`src/rtl/mult_div_unit.sv`:
```
`default_nettype none
// +-----------------------------------------------------------------------------+
// | Module   : mult_div_unit                                                    |
// | Purpose  : Iterative multiply / divide unit. Multiply is shift-add on       |
// |            magnitudes into a 2*WIDTH accumulator; divide is restoring, one  |
// |            quotient bit per cycle. Fixed latency for every operation:       |
// |            accept -> WIDTH RUN cycles -> FIX -> DONE.                       |
// | Ports    : clock, reset (async, active-high)                                |
// |            start, op[1:0] (00 mult, 01 multu, 10 div, 11 divu), a, b        |
// |            hi (product upper / remainder), lo (product lower / quotient)    |
// |            busy, done (1-cycle pulse), div_zero (1-cycle pulse with done)   |
// | Config   : MULT_DIV_SIGNED_EN - when defined, op 00/10 are signed           |
// |            two's-complement; otherwise op[0] is ignored and all unsigned.   |
// | Revision : 1.0  initial release                                             |
// +-----------------------------------------------------------------------------+
module mult_div_unit #(
  parameter int WIDTH = 32
) (
  input  logic             clock,
  input  logic             reset,
  input  logic             start,
  input  logic [1:0]       op,
  input  logic [WIDTH-1:0] a,
  input  logic [WIDTH-1:0] b,
  output logic [WIDTH-1:0] hi,
  output logic [WIDTH-1:0] lo,
  output logic             busy,
  output logic             done,
  output logic             div_zero
);

  localparam int CNT_W = $clog2(WIDTH);

  typedef enum logic [1:0] {
    IDLE = 2'd0,
    RUN  = 2'd1,
    FIX  = 2'd2,
    DONE = 2'd3
  } state_t;

  state_t               state;
  logic [CNT_W-1:0]     count;
  logic                 is_div;
  logic                 neg_res;     // result must be negated in FIX
  logic                 neg_rem;     // remainder takes the dividend sign
  logic                 b_zero;
  logic [WIDTH-1:0]     a_raw;       // original dividend, reported on divide-by-zero
  logic [WIDTH-1:0]     mcand_dvsr;  // multiplicand magnitude or divisor magnitude
  logic [WIDTH-1:0]     quo;         // dividend bits shift out the top, quotient bits in
  logic [WIDTH-1:0]     rem;
  logic [2*WIDTH-1:0]   acc;         // upper half: partial sum, lower half: multiplier

  // Signedness of the operation being presented at the inputs
  logic op_signed;
`ifdef MULT_DIV_SIGNED_EN
  assign op_signed = ~op[0];
`else
  assign op_signed = 1'b0;
  logic unused_op0;
  assign unused_op0 = op[0];
`endif

  // Operand magnitudes captured at acceptance
  logic             a_neg, b_neg;
  logic [WIDTH-1:0] mag_a, mag_b;
  assign a_neg = op_signed & a[WIDTH-1];
  assign b_neg = op_signed & b[WIDTH-1];
  assign mag_a = a_neg ? -a : a;
  assign mag_b = b_neg ? -b : b;

  // Multiply step: conditionally add multiplicand into upper half, then shift right
  logic [WIDTH:0] mul_sum;
  assign mul_sum = {1'b0, acc[2*WIDTH-1:WIDTH]} + (acc[0] ? {1'b0, mcand_dvsr} : '0);

  // Restoring divide step: the extra top bit is the guard that flags a negative trial
  logic [WIDTH:0] div_shift;
  logic [WIDTH:0] div_trial;
  logic           div_fits;
  assign div_shift = {rem, quo[WIDTH-1]};
  assign div_trial = div_shift - {1'b0, mcand_dvsr};
  assign div_fits  = ~div_trial[WIDTH];

  // Sign correction applied in FIX
  logic [2*WIDTH-1:0] prod_fix;
  logic [WIDTH-1:0]   quo_fix;
  logic [WIDTH-1:0]   rem_fix;
  assign prod_fix = neg_res ? -acc : acc;
  assign quo_fix  = neg_res ? -quo : quo;
  assign rem_fix  = neg_rem ? -rem : rem;

  always_ff @(posedge clock or posedge reset) begin
    if (reset) begin
      state      <= IDLE;
      count      <= '0;
      hi         <= '0;
      lo         <= '0;
      busy       <= 1'b0;
      done       <= 1'b0;
      div_zero   <= 1'b0;
      is_div     <= 1'b0;
      neg_res    <= 1'b0;
      neg_rem    <= 1'b0;
      b_zero     <= 1'b0;
      a_raw      <= '0;
      mcand_dvsr <= '0;
      quo        <= '0;
      rem        <= '0;
      acc        <= '0;
    end else begin
      done     <= 1'b0;
      div_zero <= 1'b0;
      case (state)
        IDLE: begin
          if (start) begin
            is_div     <= op[1];
            neg_res    <= a_neg ^ b_neg;
            neg_rem    <= a_neg;
            b_zero     <= (b == '0);
            a_raw      <= a;
            mcand_dvsr <= op[1] ? mag_b : mag_a;
            acc        <= {{WIDTH{1'b0}}, mag_b};
            quo        <= mag_a;
            rem        <= '0;
            count      <= CNT_W'(WIDTH - 1);
            busy       <= 1'b1;
            state      <= RUN;
          end
        end
        RUN: begin
          if (is_div) begin
            rem <= div_fits ? div_trial[WIDTH-1:0] : div_shift[WIDTH-1:0];
            quo <= {quo[WIDTH-2:0], div_fits};
          end else begin
            acc <= {mul_sum, acc[WIDTH-1:1]};
          end
          if (count == '0) begin
            state <= FIX;
          end else begin
            count <= count - 1'b1;
          end
        end
        FIX: begin
          // Results land in hi/lo only here, so they become visible together with done
          if (!is_div) begin
            hi <= prod_fix[2*WIDTH-1:WIDTH];
            lo <= prod_fix[WIDTH-1:0];
          end else if (b_zero) begin
            hi       <= a_raw;
            lo       <= '1;
            div_zero <= 1'b1;
          end else begin
            hi <= rem_fix;
            lo <= quo_fix;
          end
          done  <= 1'b1;
          busy  <= 1'b0;
          state <= DONE;
        end
        DONE: begin
          state <= IDLE;
        end
        default: begin
          state <= IDLE;
        end
      endcase
    end
  end

endmodule
`default_nettype wire

```
`config.mk`:
```
export PLATFORM = sky130hd
export DESIGN_NAME = mult_div_unit
export DESIGN_NICKNAME = d
export VERILOG_FILES = /design/src/rtl/mult_div_unit.sv
export SDC_FILE = /design/constraint.sdc
export NUM_CORES = 1
export LEC_CHECK = 0
export BUFFER_PORTS_ARGS = -buffer_cell sky130_fd_sc_hd__buf_4
export CAP_MARGIN = 15
export CELL_PAD_IN_SITES_DETAIL_PLACEMENT = 1
export CELL_PAD_IN_SITES_GLOBAL_PLACEMENT = 2
export CORE_ASPECT_RATIO = 0.75
export CORE_MARGIN = 4
export CORE_UTILIZATION = 41
export DETAILED_ROUTE_END_ITERATION = 8
export MAX_ROUTING_LAYER = met4
export PLACE_DENSITY = 0.85
export SETUP_SLACK_MARGIN = 0.02
export SLEW_MARGIN = 10
export SYNTH_ARGS = -nofsm -noshare
export SYNTH_HDL_FRONTEND = slang
export SYNTH_SLANG_ARGS = --single-unit
```
`constraint.sdc`:
```
create_clock -name clock -period 15.3 [get_ports clock]
set_clock_uncertainty 0.1 [all_clocks]
set_input_delay 1.53 -clock clock [delete_from_list [all_inputs] [get_ports clock]]
set_output_delay 1.53 -clock clock [all_outputs]
set_load 0.02 [all_outputs]
```
; ---- After elaboration in Yosys (flattened, before gate mapping)
; Index checks and enable logic that the tools add are counted.
[totals]
ff_bits = 268
in_bits = 69
[op_classes]
n_mux = 28
n_bitwise = 1
reduce_logical = 11
add_sub_neg = 3
n_eq_ne = 8
[ops]
columns = op, n
row1 = $mux W32, 11
row2 = $mux W64, 2
row3 = $pmux W32 S2, 2
row4 = $pmux W64 S2, 1
row5 = $add A32 B32 Y33, 1
row6 = $sub A33 B32 Y33, 1
row7 = $logic_not A32 Y1, 1
row8 = $mux W5, 2
row9 = $ne A2 B2 Y1 const B, 5
row10 = $pmux W5 S2, 1
row11 = $reduce_and A3 Y1, 3
row12 = $pmux W2 S4, 1
row13 = $reduce_and A2 Y1, 3
row14 = $logic_not A5 Y1, 1
row15 = $mux W1, 5
row16 = $sub A5 B1 Y5 const B, 1
row17 = $eq A2 B2 Y1 const B, 2
row18 = $mux W2, 2
row19 = $reduce_bool A2 Y1, 2
row20 = $eq A2 B1 Y1 const B, 1
row21 = $logic_not A2 Y1, 1
row22 = $pmux W1 S2, 1
row23 = $not A1 Y1, 1

; ---- Longest topological paths before layout
; Gate-level depths: netlist (run 1).
[logic_depth]
ltp_word = 4
ltp_mapped = 13
ltp_nobuf = 12

; ---- Worst setup path after synthesis (run 1)
; OpenSTA, ideal clock, no wires.
[synth_path]
path_type = input port to flip-flop
startpoint = in start
endpoint = reg acc[37]
stages = 7
slack_ps = 12297
arrival_ps = 2808
required_ps = 15105
path_cell_list = nor2b_1 -> nor2_1 -> nand2_1 -> clkbuf_1 -> clkbuf_1 -> nand2_1 -> o31ai_1
[synth_between]
elab_chain_cells = 2
[synth_rtl]
columns = element, line
row1 = from (decl), 21  ; input logic start,
row2 = $ne A2 B2 Y1 (no source line), --
row3 = $reduce_and A3 Y1 (no source line), --
row4 = to (signal assigned), 121  ; acc <= {{WIDTH{1'b0}}, mag_b};
row5 = to (signal assigned), 134  ; acc <= {mul_sum, acc[WIDTH-1:1]};
row6 = to (decl), 51  ; logic [2*WIDTH-1:0] acc;
; Every way passes these cells.
; A chain may end at the register's enable or synchronous reset.

; ---- Worst setup path in the final report (run 1)
[layout_path]
startpoint = reg quo[31]
endpoint = reg rem[0]
[layout_between]
elab_chain_cells = 4
[layout_rtl]
columns = element, line
row1 = from (decl), 49  ; logic [WIDTH-1:0] quo;
row2 = from (signal assigned), 122  ; quo <= mag_a;
row3 = from (signal assigned), 132  ; quo <= {quo[WIDTH-2:0], div_fits};
row4 = $sub A33 B32 Y33, 80  ; assign div_trial = div_shift - {1'b0, mcand_dvsr};
row5 = $mux W32 *, 131  ; rem <= div_fits ? div_trial[WIDTH-1:0] : div_shift[WIDTH-1:0];
row6 = $mux W32 *, 130  ; if (is_div) begin
row7 = $pmux W32 S2 *, 112  ; case (state)
row8 = to (signal assigned), 131
row9 = to (decl), 50  ; logic [WIDTH-1:0] rem;
; Every way passes the cells marked *; elsewhere a longest branch is shown, timed or not. The select of a mux whose other input is x is not followed.

==> results of run 1 <==
power by group:
| group | switching, mW | internal (mW) | total (mW) | leakage (nW) |
|---|---|---|---|---|
| Clock | 0.302 | 0.435 | 0.737 | 0.476 |
| Sequential | 0.281 | 1.02 | 1.30 | 3.38 |
| Combinational | 1.12 | 0.747 | 1.86 | 4.45 |
| Total | 1.70 | 2.20 | 3.90 | 8.31 |
logic make-up (layout without fill, tap and decap cells):
logic type	after synthesis	count (layout)
AOI/OAI and AO/OA	431	431
muxes	227	227
adders and majority gates	72	72
and+or+nand+nor	506	506
buffers and inverters	162	253
xor gates and xnor gates	54	54
DFF	268	268
per-layer routing:
layer  share of wire, %  routed length (um)  vias up
met4                2.5                1260        0
li1                   -                   -     6249
met3                3.5                1770       66
met5                  0                   0        -
met1                 47               23900     6735
met2                 47               23600      256
how the worst max path moves through the flow:
stage,start,depth (start not counted),endpoint
floorplan,reset,1,a_raw[0]
global placement,start,9,acc[62]
detailed placement,start,9,acc[62]
CTS,quo[31],13,rem[0]
global route,quo[31],13,rem[0]
finish,quo[31],13,rem[0]
worst max-delay path: cells and delay by family (launching register included):
kind / cells / cell delay [ps]
flip-flops: 1 / 400
XOR/XNOR: 1 / 410
buffers and inverters: 3 / 650
AND/OR/NAND/NOR: 1 / 110
AO/OA/AOI/OAI: 6 / 1560
adder cells (fa/ha/maj): 2 / 640
synth_stat cells (19+ instances only):
cell type,count,area [um2]
a21oi_1,124,621
a21o_1,19,143
clkbuf_1,84,315
and2_1,36,225
inv_1,53,199
dfrtp_1,268,6710
mux2i_1,130,1300
xnor2_1,30,263
ha_1,70,876
o21ai_0,160,801
nor2_1,133,499
xor2_1,23,201
mux2_2,97,1090
nand3_1,51,255
nand2_1,205,769
flip-flops by register name, summed over array words and instances (netlist names), 5 cells and up:
register,flops
acc,64
a_raw,32
hi,32
lo,32
mcand_dvsr,32
quo,32
rem,32
count,5
cell usage in the layout (no fill, tap or decap), types with 10 or more instances in the layout:
cell and instances:
a21o_1 19, a21oi_1 124, and2_1 36, buf_4 146, clkbuf_16 29, dfrtp_1 266, ha_1 68, inv_1 52
mux2_2 97, mux2i_1 130, nand2_1 202, nand2b_1 11, nand3_1 51, nand4_1 15, nor2_1 132, nor4_1 13
o21ai_0 160, o21ai_1 10, o311ai_1 18, xnor2_1 30, xor2_1 23
through the flow:
| step | worst slack [ps] | power (mW) | instances | area [um2] | hold slack, ps |
|---|---|---|---|---|---|
| after floorplan | 6290 | 2.53 | 1720 | 16000 | 363 |
| after global placement | 11080 | 3.08 | 2270 | 17400 | 384 |
| after detailed placement | 11020 | 3.17 | 2270 | 17400 | 396 |
| after CTS | 11320 | 3.93 | 2322 | 18400 | 410 |
| after global routing | 11070 | 4.20 | 2323 | 18400 | 422 |
| final | 11270 | 3.90 | 2323 | 18400 | 407 |
final cells by class:
| cell class | count | share of cell area [%] |
|---|---|---|
| clock buffer | 41 | 4.41 |
| sequential | 268 | 36.5 |
| inverter | 53 | 1.12 |
| clock inverter | 11 | 0.878 |
| timing repair buffer | 148 | 6.15 |
| multi-input combinational | 1290 | 47.5 |
| tap | 512 | 3.48 |
==> impl_metrics.json, run 1 <==
{
  "viasPerCell": 5.73,
  "cp_max_fo": 39,
  "worst_slew_pin_slew_ps": 1120,
  "ys_seq_area_share_pct": 41.9,
  "row_count": 62,
  "finalCritPeriodShare_pct": 26.3,
  "multiInputGateArea_um2": 8730,
  "met3_usage_pct": 2.48,
  "synth_compound_area_share_pct": 16.4,
  "critPathSlowestCell": "buf_4",
  "min_to": "hi[4]",
  "drive_above_1_share_pct": 17.1,
  "syn2layout_area_growth_pct": 14.9,
  "min_from": "hi[4]",
  "finalSetupViolCount": 0,
  "holdPathStages": 1,
  "cpMostUsedCell": "inv_1",
  "place.port_buffers": 134,
  "synth_edf_count": 0,
  "reg2reg_to": "rem[0]",
  "p_per_area_nw_per_um2": 212,
  "synth_nets": 1861,
  "muxShareOfSynthArea_pct": 14.9,
  "cts-htree-levels": 1,
  "cts_sinks": 268,
  "fp.dieH_um": 179,
  "grt_remaining_overflow": 0,
  "grt_setup_unrepaired": "no",
  "use_met1_pct": 34.1,
  "path_cells": "inv_1, ha_1, inv_1, fa_1, a211oi_2, o211ai_1, a21oi_2, o31ai_2, o21ai_2, xor2_4, buf_4, nand2_1, a32o_1",
  "drtAntennaViolNets": 0,
  "core_area_um2": 38400,
  "dr.pass1.iters": 5,
  "fp.dieArea_um2": 42300,
  "grt_max_degree": 160,
  "synth_top_family_by_area": "compound AO/OA/AOI/OAI gates",
  "clock_path_buffers": 3,
  "place.gp.congestion": 0.928,
  "regArea_um2": 6710,
  "synth_cell_type_count": 74,
  "clock.fmax_mhz": 248,
  "finalHoldViolCount": 0,
  "period_needed_ps": 4030,
  "ys_async_sr_fraction_pct": 100,
  "worstSetupPathType": "flip-flop to flip-flop",
  "end_kind": "flip-flop",
  "ir_worst_vdd_v": 0.000147,
  "ys.flop_type": "dfrtp_1",
  "synthAdderAreaFrac_pct": 5.72,
  "cp_data_required_time_ps": 15630,
  "vias": 13306,
  "place_hpwl_um": 36000,
  "cap_violations": 0,
  "hold_class": "flip-flop to flip-flop",
  "grt_most_used_layer": "met2",
  "maxSlewHeadroom_pct": 25.4,
  "netlist_instances": 1720,
  "synth_area_um2": 16000,
  "ios": 136,
  "status": "complete, no violations",
  "worstReg2RegStart": "quo[31]",
  "synth_xor_area_share_pct": 3.00,
  "finish.utilization_pct": 47.9,
  "antenna_cells": 0,
  "ctsResizeCount": 0,
  "grt_pass1_wl_um": 79800,
  "nets": 1931,
  "tns_ps": 0,
  "dr.first_iter.drc_count": 856,
  "drc": 0,
  "avgSynthCellArea_um2": 9.31,
  "grt_usage_pct": 24.1,
  "synthSimpleGateAreaFrac_pct": 14.1,
  "ys_seq_elements": 268,
  "critPathLaunchType": "flip-flop",
  "cp_data_arrival_time_ps": 4360,
  "yosys_warnings": 0,
  "cts_tree": "built",
  "die_w_um": 236,
  "reg2reg_setup_slack_ps": 11270,
  "fillers": 4414,
  "power_leakage_nw": 8.31,
  "grt_pass1_vias": 13599,
  "wl_um": 50500,
  "drv_slew": 0,
  "clock_latency_ps": 560,
  "clockRootBuffer": "clkbuf_16",
  "met2_usage_pct": 38.0,
  "slowest_delay_ps": 500,
  "reg2regPathDepth": 13,
  "start_util_pct": 41.7,
  "cts_hold_buf": 0,
  "clk_pin_slew_ps": 60,
  "cts_setup_buffers": 0,
  "numCtsBuffers": 29,
  "wl_per_cell_um": 21.8,
  "antenna_found_initial": 0
}
Note: power is estimated with default switching activity, not from simulation.
==> run 2, diff against run 1 <==
--- a/config.mk
+++ b/config.mk
@@ -11,10 +11,10 @@
 export CELL_PAD_IN_SITES_GLOBAL_PLACEMENT = 2
 export CORE_ASPECT_RATIO = 0.75
 export CORE_MARGIN = 4
-export CORE_UTILIZATION = 41
+export CORE_UTILIZATION = 35
 export DETAILED_ROUTE_END_ITERATION = 8
 export MAX_ROUTING_LAYER = met4
-export PLACE_DENSITY = 0.85
+export PLACE_DENSITY = 0.77
 export SETUP_SLACK_MARGIN = 0.02
 export SLEW_MARGIN = 10
 export SYNTH_ARGS = -nofsm -noshare
==> constraint.sdc (replaced) <==
create_clock -name clock -period 3.3 [get_ports clock]
set_clock_uncertainty 0.1 [all_clocks]
set_input_delay 0.33 -clock clock [delete_from_list [all_inputs] [get_ports clock]]
set_output_delay 0.33 -clock clock [all_outputs]
set_load 0.02 [all_outputs]
==> run 2 against run 1 <==
Effect of this change:
- final area is 9.2% higher
- sequential share of layout area is 3.1 points lower
- critical path type unchanged
- non-clock buffer count is 117 higher
- setup slack worse by 11000 ps
- utilization is 3.2 points lower
- critical path depth is 2 higher
- combinational power grew to 5.1 times the previous value
- highest routed layer unchanged
- wire length is 7.0% higher
==> impl_metrics.json, run 2 (synthesis results as in run 1) <==
{
  "wl_per_cell_um": 21.5,
  "grt_max_degree": 97,
  "drive_above_1_share_pct": 21.2,
  "layout_commonest_cell": "dfrtp_1",
  "ios": 136,
  "syn2layout_area_growth_pct": 25.4,
  "cts_tree": "built",
  "cp_max_fo": 7,
  "place.port_buffers": 134,
  "place.gp.congestion": 0.903,
  "min_from": "b[24]",
  "maxSlewHeadroom_pct": 46.5,
  "core_area_um2": 44900,
  "worst_slew_pin_slew_ps": 803,
  "nets": 2049,
  "final_cells": 2518,
  "numCtsBuffers": 30,
  "status": "complete, no violations",
  "worstSetupPathType": "flip-flop to flip-flop",
  "fillers": 5076,
  "die_w_um": 255,
  "viasPerCell": 5.43,
  "grt_usage_pct": 22.2,
  "cap_violations": 0,
  "place_hpwl_um": 38500,
  "reg2reg_to": "rem[16]",
  "largest-register": "acc",
  "antenna_cells": 0,
  "holdPathStages": 3,
  "min_to": "mcand_dvsr[24]",
  "fp.dieH_um": 193,
  "grt_pass1_wl_um": 85600,
  "largest_reg_flops": 64,
  "fp.dieArea_um2": 49300,
  "cp_data_required_time_ps": 3660,
  "clock_latency_ps": 570,
  "row_count": 67,
  "hold_class": "primary input to flip-flop",
  "cp_data_arrival_time_ps": 3610,
  "dr.first_iter.drc_count": 937,
  "reg2reg_setup_slack_ps": 50,
  "finalHoldViolCount": 0,
  "drv_slew": 0,
  "clock.fmax_mhz": 307,
  "grt_setup_unrepaired": "yes",
  "period_needed_ps": 3250,
  "finalSetupViolCount": 0,
  "finalCritPeriodShare_pct": 98.6,
  "grt_pass1_vias": 14531,
  "drtAntennaViolNets": 0,
  "wl_um": 54100,
  "antenna_found_initial": 2,
  "power_leakage_nw": 9.05,
  "dr.pass1.iters": 4,
  "grt_remaining_overflow": 0,
  "vias": 13666,
  "start_util_pct": 35.6,
  "end_kind": "flip-flop",
  "ir_worst_vdd_v": 0.000543,
  "cts-htree-levels": 1,
  "worstReg2RegStart": "quo[31]",
  "dp_cells": 2385,
  "p_per_area_nw_per_um2": 943,
  "reg2regPathDepth": 15,
  "clock_path_buffers": 3,
  "clockRootBuffer": "clkbuf_16",
  "final_cell_mix": "265 x dfrtp_1, 202 x nand2_1, 183 x buf_4",
  "tns_ps": 0,
  "critPathLaunchType": "flip-flop",
  "clk_pin_slew_ps": 70,
  "drc": 0,
  "cts_sinks": 268
}
run 2: cell count changes in the layout (fill, tap and decap cells not counted), sizes merged:
| cell | delta |
|---|---|
| dlygate4sd3 | +61 |
| buf | +54 |
| clkinvlp | +5 |
| bufinv | -1 |
| clkbuf | +1 |
| inv | +1 |
run 2: where the power goes:
group	switching [mW]	total [mW]	internal [mW]
Sequential	1.28	5.99	4.71
Combinational	5.50	9.40	3.90
Clock	1.49	3.54	2.05
run 2: area by class of cell:
type | count | area (um2) | share of cell area (%)
Tap cell | 586 | 733 | 3.65
Clock inverter | 16 | 179 | 0.891
Timing Repair Buffer | 265 | 2390 | 11.9
Sequential cell | 268 | 6720 | 33.4
Clock buffer | 40 | 850 | 4.23
Inverter | 53 | 203 | 1.01
Multi-Input combinational cell | 1290 | 9010 | 44.9
run 2: timing repair:
item	in CTS	in global routing
gates resized for setup	6	60
hold buffers	61	0
cloned	1	2
endpoints found under the hold margin	107	0
pin swaps	6	23
setup buffers	4	9
setup endpoints to repair	33	50
run 2: how the worst max path moves through the flow:
stage | start | endpoint | depth (start not counted)
after floorplan | reset | a_raw[0] | 1
after global placement | quo[31] | rem[24] | 14
after detailed placement | quo[31] | rem[24] | 14
after CTS | acc[0] | acc[61] | 12
after global routing | mcand_dvsr[15] | rem[30] | 10
final | quo[31] | rem[16] | 15
run 2: worst max-delay path, stage by stage, from the launching register on:
cell and delay, ps:
dfrtp_1 410, inv_2 90, ha_4 130, inv_2 40, fa_2 410, a211oi_4 270, o211ai_1 190, a21oi_2 290
o31ai_4 120, o21ai_2 210, buf_6 140, xor2_4 190, buf_12 180, buf_12 140, nand3_2 100, o311ai_4 130
run 2: through the flow:
step	hold WS (ps)	area, um2	util (%)	power, mW	setup slack, ps
floorplan	363	16000	-	11.7	-669
global placement	273	17900	39.9	14.8	22.2
CTS	1.11	19700	43.8	18.9	26.2
detailed placement	268	17900	39.9	15.2	-60.3
global route	41.4	20100	44.7	20.4	-103
finish	17.7	20100	44.7	18.9	45.7
run 2: routing by layer:
layer	track usage, %	up-vias	wire length, um
met4	3.98	0	1130
met5	-	-	0
met3	2.94	69	2110
met2	34.9	262	24800
met1	31.2	6837	26100
li1	-	6498	-
